$ cat src/rtl/function_accumulator_if.sv
// function_accumulator_if
//
// Bundles the command port (processor side) and the evaluator/adder
// handshakes of function_accumulator into one interface.
//
// Optional macro: FUNCTION_ACCUMULATOR_COUNT_EN adds the 16-bit op_count output.
//
// Signals (directions seen from the accumulator, i.e. the slave modport):
//   clk_en, start, n, x, lane_en   in   command strobe, opcode, operands, lane mask
//   result, done                   out  command result and one-cycle completion pulse
//   eval_start, eval_x             out  evaluator launch pulse and latched operands
//   eval_done, eval_y              in   evaluator results valid / lane results
//   add_start, add_a, add_b        out  adder launch pulse and operands
//   add_done, add_result           in   adder result valid / sum
//   op_count                       out  lane results accumulated (macro only)
//
// The master modport is the environment: processor plus evaluator plus adder.

interface function_accumulator_if #(
  parameter int FLT_DATA_WIDTH = 32,
  parameter int LANES          = 3,
  parameter int N_WIDTH        = 2
);

  logic                            clk_en;
  logic                            start;
  logic [N_WIDTH-1:0]              n;
  logic [LANES*FLT_DATA_WIDTH-1:0] x;
  logic [LANES-1:0]                lane_en;
  logic [FLT_DATA_WIDTH-1:0]       result;
  logic                            done;

  logic                            eval_start;
  logic [LANES*FLT_DATA_WIDTH-1:0] eval_x;
  logic                            eval_done;
  logic [LANES*FLT_DATA_WIDTH-1:0] eval_y;

  logic                            add_start;
  logic [FLT_DATA_WIDTH-1:0]       add_a;
  logic [FLT_DATA_WIDTH-1:0]       add_b;
  logic                            add_done;
  logic [FLT_DATA_WIDTH-1:0]       add_result;

`ifdef FUNCTION_ACCUMULATOR_COUNT_EN
  logic [15:0]                     op_count;
`endif

  modport slave (
    input  clk_en, start, n, x, lane_en, eval_done, eval_y, add_done, add_result,
`ifdef FUNCTION_ACCUMULATOR_COUNT_EN
    output op_count,
`endif
    output result, done, eval_start, eval_x, add_start, add_a, add_b
  );

  modport master (
    output clk_en, start, n, x, lane_en, eval_done, eval_y, add_done, add_result,
`ifdef FUNCTION_ACCUMULATOR_COUNT_EN
    input  op_count,
`endif
    input  result, done, eval_start, eval_x, add_start, add_a, add_b
  );

endinterface

$ cat src/rtl/function_accumulator.sv
// function_accumulator
//
// Custom-instruction front end that hands up to LANES float operands to an
// external evaluator, then folds the selected lane results into a persistent
// running sum through an external shared FP adder. Commands: CLEAR (0),
// GO (1), READ (2), NOP (3).
//
// Optional macro: FUNCTION_ACCUMULATOR_COUNT_EN adds op_count, a saturating
// count of lane results accumulated since the last CLEAR/reset.
//
// Ports:
//   clk   in  rising-edge clock
//   rst   in  synchronous, active-low reset
//   bus   function_accumulator_if.slave: command port, evaluator handshake
//         (eval_start/eval_x/eval_done/eval_y), adder handshake
//         (add_start/add_a/add_b/add_done/add_result), result/done.

module function_accumulator #(
  parameter int FLT_DATA_WIDTH = 32,
  parameter int LANES          = 3,
  parameter int IDX_WIDTH      = 2,
  parameter int N_WIDTH        = 2
) (
  input  logic                  clk,
  input  logic                  rst,
  function_accumulator_if.slave bus
);

  localparam logic [N_WIDTH-1:0] CMD_CLEAR = N_WIDTH'(0);
  localparam logic [N_WIDTH-1:0] CMD_GO    = N_WIDTH'(1);
  localparam logic [N_WIDTH-1:0] CMD_READ  = N_WIDTH'(2);

  typedef enum logic [2:0] {
    IDLE,
    EVAL,
    ACCUM,
    WAIT_ADD,
    DONE
  } state_t;

  state_t                          state;
  logic [FLT_DATA_WIDTH-1:0]       sum_q;
  logic [FLT_DATA_WIDTH-1:0]       result_q;
  logic                            done_q;
  logic                            load_result_q;
  logic                            eval_start_q;
  logic [LANES*FLT_DATA_WIDTH-1:0] eval_x_q;
  logic [LANES-1:0]                lane_en_q;
  logic [FLT_DATA_WIDTH-1:0]       lane_buf [LANES];
  logic [IDX_WIDTH-1:0]            lane_idx;
  logic [IDX_WIDTH-1:0]            cur_lane;
  logic                            add_start_q;
  logic [FLT_DATA_WIDTH-1:0]       add_a_q;
  logic [FLT_DATA_WIDTH-1:0]       add_b_q;

  logic                            start_accept;
  logic                            add_accept;
  logic                            found;
  logic [IDX_WIDTH-1:0]            sel;

  assign start_accept = (state == IDLE) && bus.start && bus.clk_en;
  assign add_accept   = (state == WAIT_ADD) && bus.add_done;

  // Lowest enabled lane at or above lane_idx. Scanning downward lets the
  // last hit win, which is the lowest index, so lanes are summed in
  // ascending order and results are reproducible.
  always_comb begin
    found = 1'b0;
    sel   = '0;
    for (int i = LANES - 1; i >= 0; i--) begin
      if (lane_en_q[i] && (IDX_WIDTH'(i) >= lane_idx)) begin
        found = 1'b1;
        sel   = IDX_WIDTH'(i);
      end
    end
  end

  // Main controller. The DONE state publishes done and result together on
  // the same edge; load_result_q remembers whether the finishing command
  // copies the sum into result (everything except NOP).
  always_ff @(posedge clk) begin
    if (!rst) begin
      state         <= IDLE;
      sum_q         <= '0;
      result_q      <= '0;
      done_q        <= 1'b0;
      load_result_q <= 1'b0;
      eval_start_q  <= 1'b0;
      eval_x_q      <= '0;
      lane_en_q     <= '0;
      lane_idx      <= '0;
      cur_lane      <= '0;
      add_start_q   <= 1'b0;
      add_a_q       <= '0;
      add_b_q       <= '0;
      for (int i = 0; i < LANES; i++) begin
        lane_buf[i] <= '0;
      end
    end else begin
      eval_start_q <= 1'b0;
      add_start_q  <= 1'b0;
      done_q       <= 1'b0;

      case (state)
        IDLE: begin
          if (start_accept) begin
            case (bus.n)
              CMD_CLEAR: begin
                sum_q         <= '0;
                load_result_q <= 1'b1;
                state         <= DONE;
              end
              CMD_READ: begin
                load_result_q <= 1'b1;
                state         <= DONE;
              end
              CMD_GO: begin
                eval_x_q      <= bus.x;
                lane_en_q     <= bus.lane_en;
                eval_start_q  <= 1'b1;
                load_result_q <= 1'b1;
                state         <= EVAL;
              end
              default: begin
                load_result_q <= 1'b0;
                state         <= DONE;
              end
            endcase
          end
        end

        EVAL: begin
          if (bus.eval_done) begin
            for (int i = 0; i < LANES; i++) begin
              lane_buf[i] <= bus.eval_y[i*FLT_DATA_WIDTH +: FLT_DATA_WIDTH];
            end
            lane_idx <= '0;
            state    <= ACCUM;
          end
        end

        ACCUM: begin
          if (found) begin
            add_a_q     <= sum_q;
            add_b_q     <= lane_buf[sel];
            add_start_q <= 1'b1;
            cur_lane    <= sel;
            state       <= WAIT_ADD;
          end else begin
            state <= DONE;
          end
        end

        WAIT_ADD: begin
          if (add_accept) begin
            sum_q    <= bus.add_result;
            lane_idx <= cur_lane + IDX_WIDTH'(1);
            state    <= ACCUM;
          end
        end

        DONE: begin
          done_q <= 1'b1;
          if (load_result_q) begin
            result_q <= sum_q;
          end
          state <= IDLE;
        end

        default: begin
          state <= IDLE;
        end
      endcase
    end
  end

  assign bus.result     = result_q;
  assign bus.done       = done_q;
  assign bus.eval_start = eval_start_q;
  assign bus.eval_x     = eval_x_q;
  assign bus.add_start  = add_start_q;
  assign bus.add_a      = add_a_q;
  assign bus.add_b      = add_b_q;

`ifdef FUNCTION_ACCUMULATOR_COUNT_EN
  logic        clear_accept;
  logic [15:0] op_count_q;

  assign clear_accept = start_accept && (bus.n == CMD_CLEAR);

  // Saturating count of lane results folded into the sum.
  always_ff @(posedge clk) begin
    if (!rst) begin
      op_count_q <= '0;
    end else if (clear_accept) begin
      op_count_q <= '0;
    end else if (add_accept && (op_count_q != 16'hFFFF)) begin
      op_count_q <= op_count_q + 16'd1;
    end
  end

  assign bus.op_count = op_count_q;
`else
  // Counter disabled: no op_count port or state.
`endif

endmodule

$ cat src/flat_wrapper.sv
// flat-port wrapper written by rule: the top's interface ports become plain ports
module function_accumulator_flat 
#(
  parameter int FLT_DATA_WIDTH = 32,
  parameter int LANES          = 3,
  parameter int IDX_WIDTH      = 2,
  parameter int N_WIDTH        = 2
)
  (clk, rst, bus_clk_en, bus_start, bus_n, bus_x, bus_lane_en, bus_eval_done, bus_eval_y, bus_add_done, bus_add_result, bus_result, bus_done, bus_eval_start, bus_eval_x, bus_add_start, bus_add_a, bus_add_b);
  function_accumulator_if #(.FLT_DATA_WIDTH(FLT_DATA_WIDTH), .LANES(LANES), .N_WIDTH(N_WIDTH)) bus_i ();
  input  logic clk;
  input  logic rst;
  input wire logic [$bits(bus_i.clk_en)-1:0] bus_clk_en;
  input wire logic [$bits(bus_i.start)-1:0] bus_start;
  input wire logic [$bits(bus_i.n)-1:0] bus_n;
  input wire logic [$bits(bus_i.x)-1:0] bus_x;
  input wire logic [$bits(bus_i.lane_en)-1:0] bus_lane_en;
  input wire logic [$bits(bus_i.eval_done)-1:0] bus_eval_done;
  input wire logic [$bits(bus_i.eval_y)-1:0] bus_eval_y;
  input wire logic [$bits(bus_i.add_done)-1:0] bus_add_done;
  input wire logic [$bits(bus_i.add_result)-1:0] bus_add_result;
  output wire logic [$bits(bus_i.result)-1:0] bus_result;
  output wire logic [$bits(bus_i.done)-1:0] bus_done;
  output wire logic [$bits(bus_i.eval_start)-1:0] bus_eval_start;
  output wire logic [$bits(bus_i.eval_x)-1:0] bus_eval_x;
  output wire logic [$bits(bus_i.add_start)-1:0] bus_add_start;
  output wire logic [$bits(bus_i.add_a)-1:0] bus_add_a;
  output wire logic [$bits(bus_i.add_b)-1:0] bus_add_b;
  assign bus_i.clk_en = bus_clk_en;
  assign bus_i.start = bus_start;
  assign bus_i.n = bus_n;
  assign bus_i.x = bus_x;
  assign bus_i.lane_en = bus_lane_en;
  assign bus_i.eval_done = bus_eval_done;
  assign bus_i.eval_y = bus_eval_y;
  assign bus_i.add_done = bus_add_done;
  assign bus_i.add_result = bus_add_result;
  assign bus_result = bus_i.result;
  assign bus_done = bus_i.done;
  assign bus_eval_start = bus_i.eval_start;
  assign bus_eval_x = bus_i.eval_x;
  assign bus_add_start = bus_i.add_start;
  assign bus_add_a = bus_i.add_a;
  assign bus_add_b = bus_i.add_b;
  function_accumulator #(.FLT_DATA_WIDTH(FLT_DATA_WIDTH), .LANES(LANES), .IDX_WIDTH(IDX_WIDTH), .N_WIDTH(N_WIDTH)) u_core (.clk(clk), .rst(rst), .bus(bus_i));
endmodule
$ cat config.mk
export PLATFORM = sky130hd
export DESIGN_NAME = function_accumulator_flat
export DESIGN_NICKNAME = d
export VERILOG_FILES = /design/src/rtl/function_accumulator_if.sv /design/src/rtl/function_accumulator.sv /design/src/flat_wrapper.sv
export SDC_FILE = /design/constraint.sdc
export NUM_CORES = 1
export LEC_CHECK = 0
export ABC_AREA = 1
export CAP_MARGIN = 20
export CORE_UTILIZATION = 40
export CTS_CLUSTER_DIAMETER = 80
export CTS_CLUSTER_SIZE = 14
export DETAILED_ROUTE_END_ITERATION = 10
export PLACE_DENSITY = 0.84
export SYNTH_ARGS = -nofsm -noshare
export SYNTH_HDL_FRONTEND = slang
export SYNTH_SLANG_ARGS = --single-unit
$ cat constraint.sdc
create_clock -name clk -period 9.4 [get_ports clk]
set_input_delay 1.88 -clock clk [delete_from_list [all_inputs] [get_ports clk]]
set_output_delay 1.88 -clock clk [all_outputs]
set_load 0.005 [all_outputs]
==> impl_metrics.tcl, run 1 <==
set metrics [dict create \
    synth_flop_cell "dfxtp_1" \
    dp_hpwl_um 25600 \
    cts_resized 0 \
    sw_frac_of_total_pct 23.20 \
    ys_ff_latch 334 \
    num_rows 66 \
    cp.arrival_ns 4.86 \
    drive_above_1_share_pct 3.146 \
    drt-initial-drc-count 737 \
    drtPass1Iterations 5 \
    timing.fmax_mhz 226.0 \
    synthArstFlopShare_pct 0 \
    clkPwrFrac_pct 36.9 \
    grt_setup_unrepaired "no" \
    slew_violations 0 \
    portBuffers 429 \
    syn_nets 1952 \
    antenna_found_initial 3 \
    netlist_top_cells_area "dfxtp_1, edfxtp_1, nor2_1, o21ai_0, nand2_1" \
    yosys.area.top_type "dfxtp_1" \
    postSynthAreaPerCell_um2 7.802 \
    dieArea_um2 34230 \
    crit_slowest_cell "buf_4" \
    fin_nets 2321 \
    crit_required_ns 9.84 \
    synthToLayoutAreaGrowth_pct 39.71 \
    clock_path_buffers 3 \
    yosys_warnings 0 \
    tightestPinTransition_ns 1.016 \
    clk_latency_ns 0.55 \
    internal-power_mw 2.251 \
    cts_root_buf "clkbuf_16" \
    fin_cells 2542 \
    cts_tree "done" \
    cts-hold-fix-buffers 0 \
    netlist_instances 1717 \
    status "finished, final reports clean" \
    hold_viol 0 \
    grt_pass1_wl_um 59380 \
    start_util_pct 40.86 \
    clock_sinks 334 \
    overflow 0 \
    grt_max_degree 129 \
    tns_ns 0 \
    p_sw_uw 680.1 \
    timing.setup.critical_path_class "in2reg" \
    synth_edf_count 96 \
    crit_chain "clkdlybuf4s50_1, inv_1, nor2_1, inv_1, nor2_4, buf_4, inv_2, buf_4, nor2_1, nor2_1" \
    vdd_drop_max_v 0.0001302 \
    cpPeakStageDelay_ns 0.65 \
    postRouteAntennaNets 0 \
    numCtsBuffers 29 \
    period_needed_ns 4.425 \
    power_density_nw_per_um2 156.6 \
    skew_ns 0.02555 \
    cap_viol_max_count 0 \
    core_area_um2 32780 \
    final_common_cell "nor2_1" \
    vias_per_cell 4.798 \
    hp-class "reg2reg" \
    drc 0 \
    htree_levels 1 \
    critical_path.most_common_cell "nor2_1" \
    die-width_um 185 \
    hold-path-cell-count 2 \
    num-fill-cells 2882 \
    dp_cells 2496 \
    ys_types 28 \
    p_leak_nw 7.851 \
    die_h_um 185 \
    fin_util_pct 57.08 \
    syn_area_um2 13400 \
    synth_top_area_share_pct 35.57 \
    path_max_fanout 100 \
    startpoint_type "input pin" \
    post_drt_wl_per_cell_um 15.05 \
    routed_wl_um 38250 \
    hold_slack_ns 0.4443 \
    setup_viol 0 \
    num_vias 12200 \
    track_usage_pct 21.75 \
    min_period_over_period_pct 47.08 \
    grt_pass1_vias 11780 \
    slew_headroom_pct 32.25 \
    p_seq_share_pct 52.9 \
    comb_power_share_pct 10.1 \
    crit_path_end_kind "flop" \
    ys_seq_area_share_pct 57.09 \
    ios 430 \
    r2r_cells 8 \
    final_cell_mix "nor2_1, clkdlybuf4s50_1, nand2_1" \
    place_congestion 0.8529 \
    clk_pin_slew_worst_paths_ns 0.06 \
    cts_setup_buffers 0 \
]
==> cell usage after synthesis, types with 3 or more instances <==
library cell  count
clkbuf_2          8
inv_1           203
buf_2            37
dfxtp_1         238
buf_6             4
clkbuf_1         52
nand2_2           4
nand2_1         248
o21ai_1           8
nor2_1          501
a21oi_1          70
nand3_1          39
inv_2             6
o21ai_0         188
edfxtp_1         96
nor2_4            3
==> cell type report <==
class                   instances  area, um2  area share, %
well taps                     442      553.0          2.955
multi-input cells            1070       4512          24.11
clock inverters                 4      40.04         0.2139
clock buffers                  39      763.2          4.078
diodes                          2      5.005        0.02674
repair buffers                441       4405          23.54
flip-flops and latches        334       7647          40.86
inverters                     210      788.3          4.212
==> routing by layer <==
metal,up-vias,global-route usage (%),part of all wire [%]
li1,6032,-,-
met1,5612,26.85,41
met2,458,37.43,49
met3,93,4.227,7.5
met4,2,8.165,3.3
met5,-,0,0.034
==> state kept, by name (all words and copies together), names as in the netlist <==
register               flops
u_core.sum_q              32
u_core.state               3
u_core.load_result_q       1
u_core.cur_lane            2
u_core.bus.add_a          32
u_core.bus.done            1
u_core.bus.eval_start      1
u_core.bus.eval_x         96
u_core.bus.add_b          32
u_core.lane_en_q           3
u_core.bus.result         32
u_core.lane_buf           96
u_core.lane_idx            2
u_core.bus.add_start       1
==> path summary, 6_finish.rpt <==
kind	startpoint	slack (ns)	to
hold / removal	u_core.bus.result[6]	0.44	u_core.bus.result[6]
setup reg to reg	u_core.state[0]	6.39	u_core.bus.eval_x[25]
setup / recovery	bus_n[0]	4.97	u_core.bus.eval_x[25]
hold reg to reg	u_core.bus.result[6]	0.44	u_core.bus.result[6]
==> cells by family after synthesis <==
| kind of cell | share of synthesized area (%) |
|---|---|
| buffers and inverters | 9.443 |
| and+or+nand+nor | 23.38 |
| AOI/OAI and AO/OA | 10.09 |
| DFF | 57.09 |
==> stage by stage <==
| stage | instance area (um2) | total power [mW] | setup WS [ns] |
|---|---|---|---|
| 2_1_floorplan | 13400 | 1.707 | 2.741 |
| 3_3_place_gp | 17880 | 1.869 | 4.648 |
| 3_5_place_dp | 17880 | 1.877 | 4.503 |
| 4_1_cts | 18680 | 2.955 | 5.072 |
| 5_1_grt | 18710 | 3.040 | 4.760 |
| 6_report | 18710 | 2.931 | 4.975 |
==> power by group through the flow <==
stage / Clock, mW / Combinational [mW] / Sequential, mW
after floorplan: 0 / 0.125 / 1.58
after global placement: 0 / 0.288 / 1.58
after detailed placement: 0 / 0.294 / 1.58
after CTS: 1.11 / 0.296 / 1.55
after global routing: 1.16 / 0.326 / 1.56
final: 1.08 / 0.297 / 1.55
==> critical path: cells and delay by family <==
family	cells	cell delay (ns)
simple gates	4	0.62
buf+inv	6	2.27
No activity file was read; power rests on OpenSTA's default activity.
==> inputs of run 2 (changes only) <==
PLACE_DENSITY = 0.81   (was 0.84)
clock period = 4.4 ns   (was 9.4 ns; I/O delays follow)
==> run 2 against run 1 <==
  * The flow now finishes with violations (DRC)
  * Non-clock buffer count up 3
  * Flip-flop and latch count unchanged
  * Global-route usage down 0.26 points
  * Via count down 0.21%
  * Critical path type unchanged
==> impl_metrics.tcl, run 2 (synthesized netlist as in run 1, its figures left out) <==
set metrics [dict create \
    status "finished, violations left" \
    violations "DRC" \
    grt_setup_unrepaired "no" \
    internal-power_mw 4.800 \
    post_drt_wl_per_cell_um 14.85 \
    dieArea_um2 34230 \
    tns_ns 0 \
    htree_levels 1 \
    crit_path_end "u_core.bus.eval_x[79]" \
    min_period_over_period_pct 58.31 \
    die_h_um 185 \
    clk_latency_ns 0.55 \
    setup_viol 0 \
    clk_pin_slew_worst_paths_ns 0.06 \
    cp.arrival_ns 3.03 \
    cts-hold-fix-buffers 0 \
    drtPass1Iterations 8 \
    multi_input_comb_area_um2 4512 \
    dp_hpwl_um 25310 \
    routed_wl_um 37750 \
    start_util_pct 40.86 \
    p_leak_nw 7.872 \
    tightestPinTransition_ns 0.8820 \
    period_needed_ns 2.566 \
    power_density_nw_per_um2 331.5 \
    cap_viol_max_count 0 \
    track_usage_pct 21.49 \
    crit_path_end_kind "flop" \
    postRouteAntennaNets 0 \
    slew_headroom_pct 41.20 \
    fin_nets 2323 \
    crit_start "bus_n[1]" \
    timing.fmax_mhz 389.7 \
    clkPwrFrac_pct 36.5 \
    regToRegSetupSlack_ns 2.06 \
    grt_pass1_wl_um 58490 \
    synthToLayoutAreaGrowth_pct 39.95 \
    drive_above_1_share_pct 3.192 \
    cts_root_buf "clkbuf_16" \
    grt_max_degree 100 \
    final_cell_mix "nor2_1, clkdlybuf4s50_1, nand2_1" \
    hp-class "reg2reg" \
    drt-initial-drc-count 785 \
    numCtsBuffers 28 \
    critical_path.most_common_cell "nor2_1" \
    num-fill-cells 2861 \
    die-width_um 185 \
    crit_chain "clkdlybuf4s50_1, nor2_1, inv_1, nor2_4, inv_2, buf_4, nor2_1, nor2_1" \
    cts_setup_buffers 0 \
    r2r_cells 7 \
    overflow 0 \
    drc 1 \
    skew_ns 0.01127 \
    sw_frac_of_total_pct 22.75 \
    cts_tree "done" \
    p_sw_mw 1.414 \
    cpPeakStageDelay_ns 0.62 \
    p_seq_share_pct 53.3 \
    hold_viol 0 \
    core_area_um2 32780 \
    portBuffers 429 \
    vdd_drop_max_v 0.0002899 \
    crit_slowest_cell "inv_2" \
    startpoint_type "input pin" \
    vias_per_cell 4.788 \
    num_rows 66 \
    ios 430 \
    grt_pass1_vias 11600 \
    cts_resized 0 \
    reg2reg_to "u_core.bus.eval_x[79]" \
    fin_util_pct 57.18 \
    final_common_cell "nor2_1" \
    num_vias 12170 \
    clock_path_buffers 3 \
    seq_area_um2 7647 \
    place_congestion 0.8423 \
    crit_required_ns 4.87 \
    slew_violations 0 \
    comb_power_share_pct 10.2 \
    timing.setup.critical_path_class "in2reg" \
    path_max_fanout 52 \
    antenna_found_initial 1 \
    regToRegStartpoint "u_core.state[2]" \
    clock_sinks 334 \
]
[run 2: how the worst min path moves through the flow]
| stage | startpoint | endpoint | slack [ns] | cells past startpoint |
|---|---|---|---|---|
| floorplan | u_core.bus.result[10] | u_core.bus.result[10] | 0.44 | 2 |
| global placement | u_core.bus.result[21] | u_core.bus.result[21] | 0.43 | 2 |
| detailed placement | u_core.bus.result[22] | u_core.bus.result[22] | 0.44 | 2 |
| CTS | u_core.bus.result[31] | u_core.bus.result[31] | 0.45 | 2 |
| global route | u_core.bus.result[22] | u_core.bus.result[22] | 0.47 | 2 |
| finish | u_core.bus.result[7] | u_core.bus.result[7] | 0.45 | 2 |
[run 2: area by class of cell]
type | instances | area share (%)
repair buffers | 444 | 23.78
well taps | 442 | 2.950
clock inverters | 2 | 0.1201
multi-input cells | 1070 | 24.07
diodes | 1 | 0.01335
inverters | 210 | 4.205
flip-flops and latches | 334 | 40.79
clock buffers | 39 | 4.071
[run 2: critical path, delay by kind of cell]
kind / cells / cell delay, ns
buffers and inverters: 4 / 1.73
and+or+nand+nor: 4 / 0.39
[run 2: metrics by stage]
stage               hold slack, ns  instance area (um2)  setup slack, ns  instances  power [mW]
finish                      0.4460                18750            1.834       2542       6.214
global route                0.4746                18750            1.691       2542       6.460
CTS                         0.4489                18700            1.674       2539       6.272
detailed placement          0.4379                17920            1.353       2498       4.007
global placement            0.4327                17920            1.434       2498       3.993
floorplan                   0.4402                13410           0.5630       1717       3.644
[run 2: power by group through the flow]
stage	sequential [mW]	clock (mW)	combinational (mW)
after global routing	3.32	2.44	0.696
final	3.31	2.27	0.635
after detailed placement	3.38	0	0.629
after CTS	3.31	2.33	0.634
after global placement	3.38	0	0.618
after floorplan	3.38	0	0.268
[run 2: metal layers]
| metal | share of wire [%] | global-route usage, % | up-vias |
|---|---|---|---|
| li1 | - | - | 6038 |
| met1 | 41 | 26.73 | 5583 |
| met2 | 48 | 37.16 | 473 |
| met3 | 6.9 | 3.637 | 77 |
| met4 | 3.3 | 8.033 | 0 |
| met5 | 0 | 0 | - |
==> inputs of run 3 (changes only) <==
PLACE_DENSITY = 0.84   (was 0.81)
clock period = 2.1 ns   (was 4.4 ns; I/O delays follow)
==> run 3 against run 2 <==
  * The run now ends clean
  * Hold slack worse by 0.15 ns
  * Power up 110%
  * Cell count grew 1.3%
  * First-iteration DRC count down 18%
  * Critical path type is now reg2out
  * Critical endpoint is now bus_add_b[25]
==> impl_metrics.tcl, run 3 (synthesized netlist as in run 1, its figures left out) <==
set metrics [dict create \
    critical-path-top-delay-family "buffers and inverters" \
    clk_latency_ns 0.56 \
    fin_cells 2575 \
    cts-hold-fix-buffers 0 \
    tightestPinTransition_ns 0.4665 \
    drtPass1Iterations 5 \
    drt-initial-drc-count 647 \
    num_vias 12340 \
    dp_hpwl_um 26450 \
    vdd_drop_max_v 0.0005822 \
    num-fill-cells 2642 \
    final_cell_mix "nor2_1, clkdlybuf4s50_1, nand2_1" \
    post_drt_wl_per_cell_um 14.75 \
    crit_path_end_kind "output port" \
    period_needed_ns 1.880 \
    place_congestion 0.8597 \
    cts_setup_buffers 0 \
    crit_slowest_cell "clkdlybuf4s50_1" \
    htree_levels 1 \
    internal-power_mw 10.26 \
    cts_resized 0 \
    power_density_nw_per_um2 688.2 \
    slew_violations 0 \
    skew_ns 0.02570 \
    die_h_um 185 \
    status "finished, final reports clean" \
    core_area_um2 32780 \
    clock_sinks 334 \
    grt_max_degree 98 \
    slew_headroom_pct 68.90 \
    final_common_cell "nor2_1" \
    tns_ns 0 \
    grt_pass1_vias 11760 \
    dp_cells 2532 \
    grt_setup_unrepaired "no" \
    startpoint_type "flop" \
    drive_above_1_share_pct 4.784 \
    track_usage_pct 21.41 \
    fin_nets 2355 \
    fin_util_pct 58.73 \
    sw_frac_of_total_pct 22.59 \
    routed_wl_um 37980 \
    dieArea_um2 34230 \
    synthToLayoutAreaGrowth_pct 43.74 \
    portBuffers 429 \
    clock_path_buffers 3 \
    vias_per_cell 4.793 \
    drc 0 \
    hold_viol 0 \
    p_total_mw 13.25 \
    clk_pin_slew_worst_paths_ns 0.07 \
    numCtsBuffers 28 \
    min_period_over_period_pct 89.54 \
    hp-class "in2reg" \
    path_max_fanout 2 \
    p_sw_mw 2.994 \
    overflow 0 \
    p_leak_nw 8.124 \
    antenna_found_initial 1 \
    clkPwrFrac_pct 36.9 \
    cp_num_buf_inv 1 \
    crit_chain "clkdlybuf4s50_1" \
    timing.fmax_mhz 531.8 \
    grt_pass1_wl_um 58790 \
    cts_root_buf "clkbuf_16" \
    cp.arrival_ns 1.46 \
    timing.setup.critical_path_class "reg2out" \
    p_seq_share_pct 52.4 \
    num_rows 66 \
    die-width_um 185 \
    cts_tree "done" \
    cpPeakStageDelay_ns 0.57 \
    start_util_pct 40.86 \
    cap_viol_max_count 0 \
    comb_power_share_pct 10.7 \
    setup_viol 0 \
    ios 430 \
    crit_required_ns 1.68 \
    postRouteAntennaNets 0 \
]
run 3: changes by cell type in the layout (fill, tap and decap cells not counted), sizes merged:
| cell | previous run | this run |
|---|---|---|
| buf | 16 | 48 |
| inv | 210 | 209 |
| clkbuf | 39 | 40 |
| bufinv | 0 | 1 |
run 3: path summary, 6_finish.rpt:
kind	from	endpoint	slack (ns)	cells past startpoint
min	rst	u_core.state[0]	0.29	3
min reg2reg	u_core.bus.result[17]	u_core.bus.result[17]	0.45	2
max	u_core.bus.add_b[25]	bus_add_b[25]	0.22	1
max reg2reg	u_core.state[1]	u_core.bus.add_b[10]	0.35	8
run 3: through the flow:
step	area [um2]	hold WS [ns]	worst slack, ns
2_1_floorplan	13420	0.4402	-1.301
3_3_place_gp	18440	0.4313	0.06368
3_5_place_dp	18440	0.4349	0.008940
4_1_cts	19250	0.2659	0.1761
5_1_grt	19250	0.2997	0.1495
6_report	19250	0.2920	0.2197
run 3: power groups by stage:
stage | sequential (mW) | combinational (mW) | clock [mW]
floorplan | 7.08 | 0.563 | 0
global placement | 7.07 | 1.38 | 0
detailed placement | 7.08 | 1.41 | 0
CTS | 6.94 | 1.42 | 5.00
global route | 6.96 | 1.55 | 5.24
finish | 6.94 | 1.42 | 4.89
run 3: cell type report:
| cell class | instances | area, um2 | share of cell area [%] |
|---|---|---|---|
| diodes | 1 | 2.502 | 0.01300 |
| clock buffers | 40 | 767.0 | 3.983 |
| clock inverters | 2 | 46.29 | 0.2404 |
| inverters | 210 | 790.8 | 4.107 |
| multi-input cells | 1070 | 4519 | 23.47 |
| flip-flops and latches | 334 | 7652 | 39.74 |
| well taps | 442 | 553.0 | 2.872 |
| repair buffers | 476 | 4923 | 25.57 |
run 3: layer usage:
layer | GRT usage [%] | wire length (um) | vias up | share of wire, %
met2 | 38.33 | 18890 | 519 | 50
met5 | 0 | 0 | - | 0
met4 | 8.165 | 1415 | 0 | 3.7
li1 | - | - | 6100 | -
met3 | 3.441 | 2725 | 92 | 7.2
met1 | 25.59 | 14950 | 5632 | 39
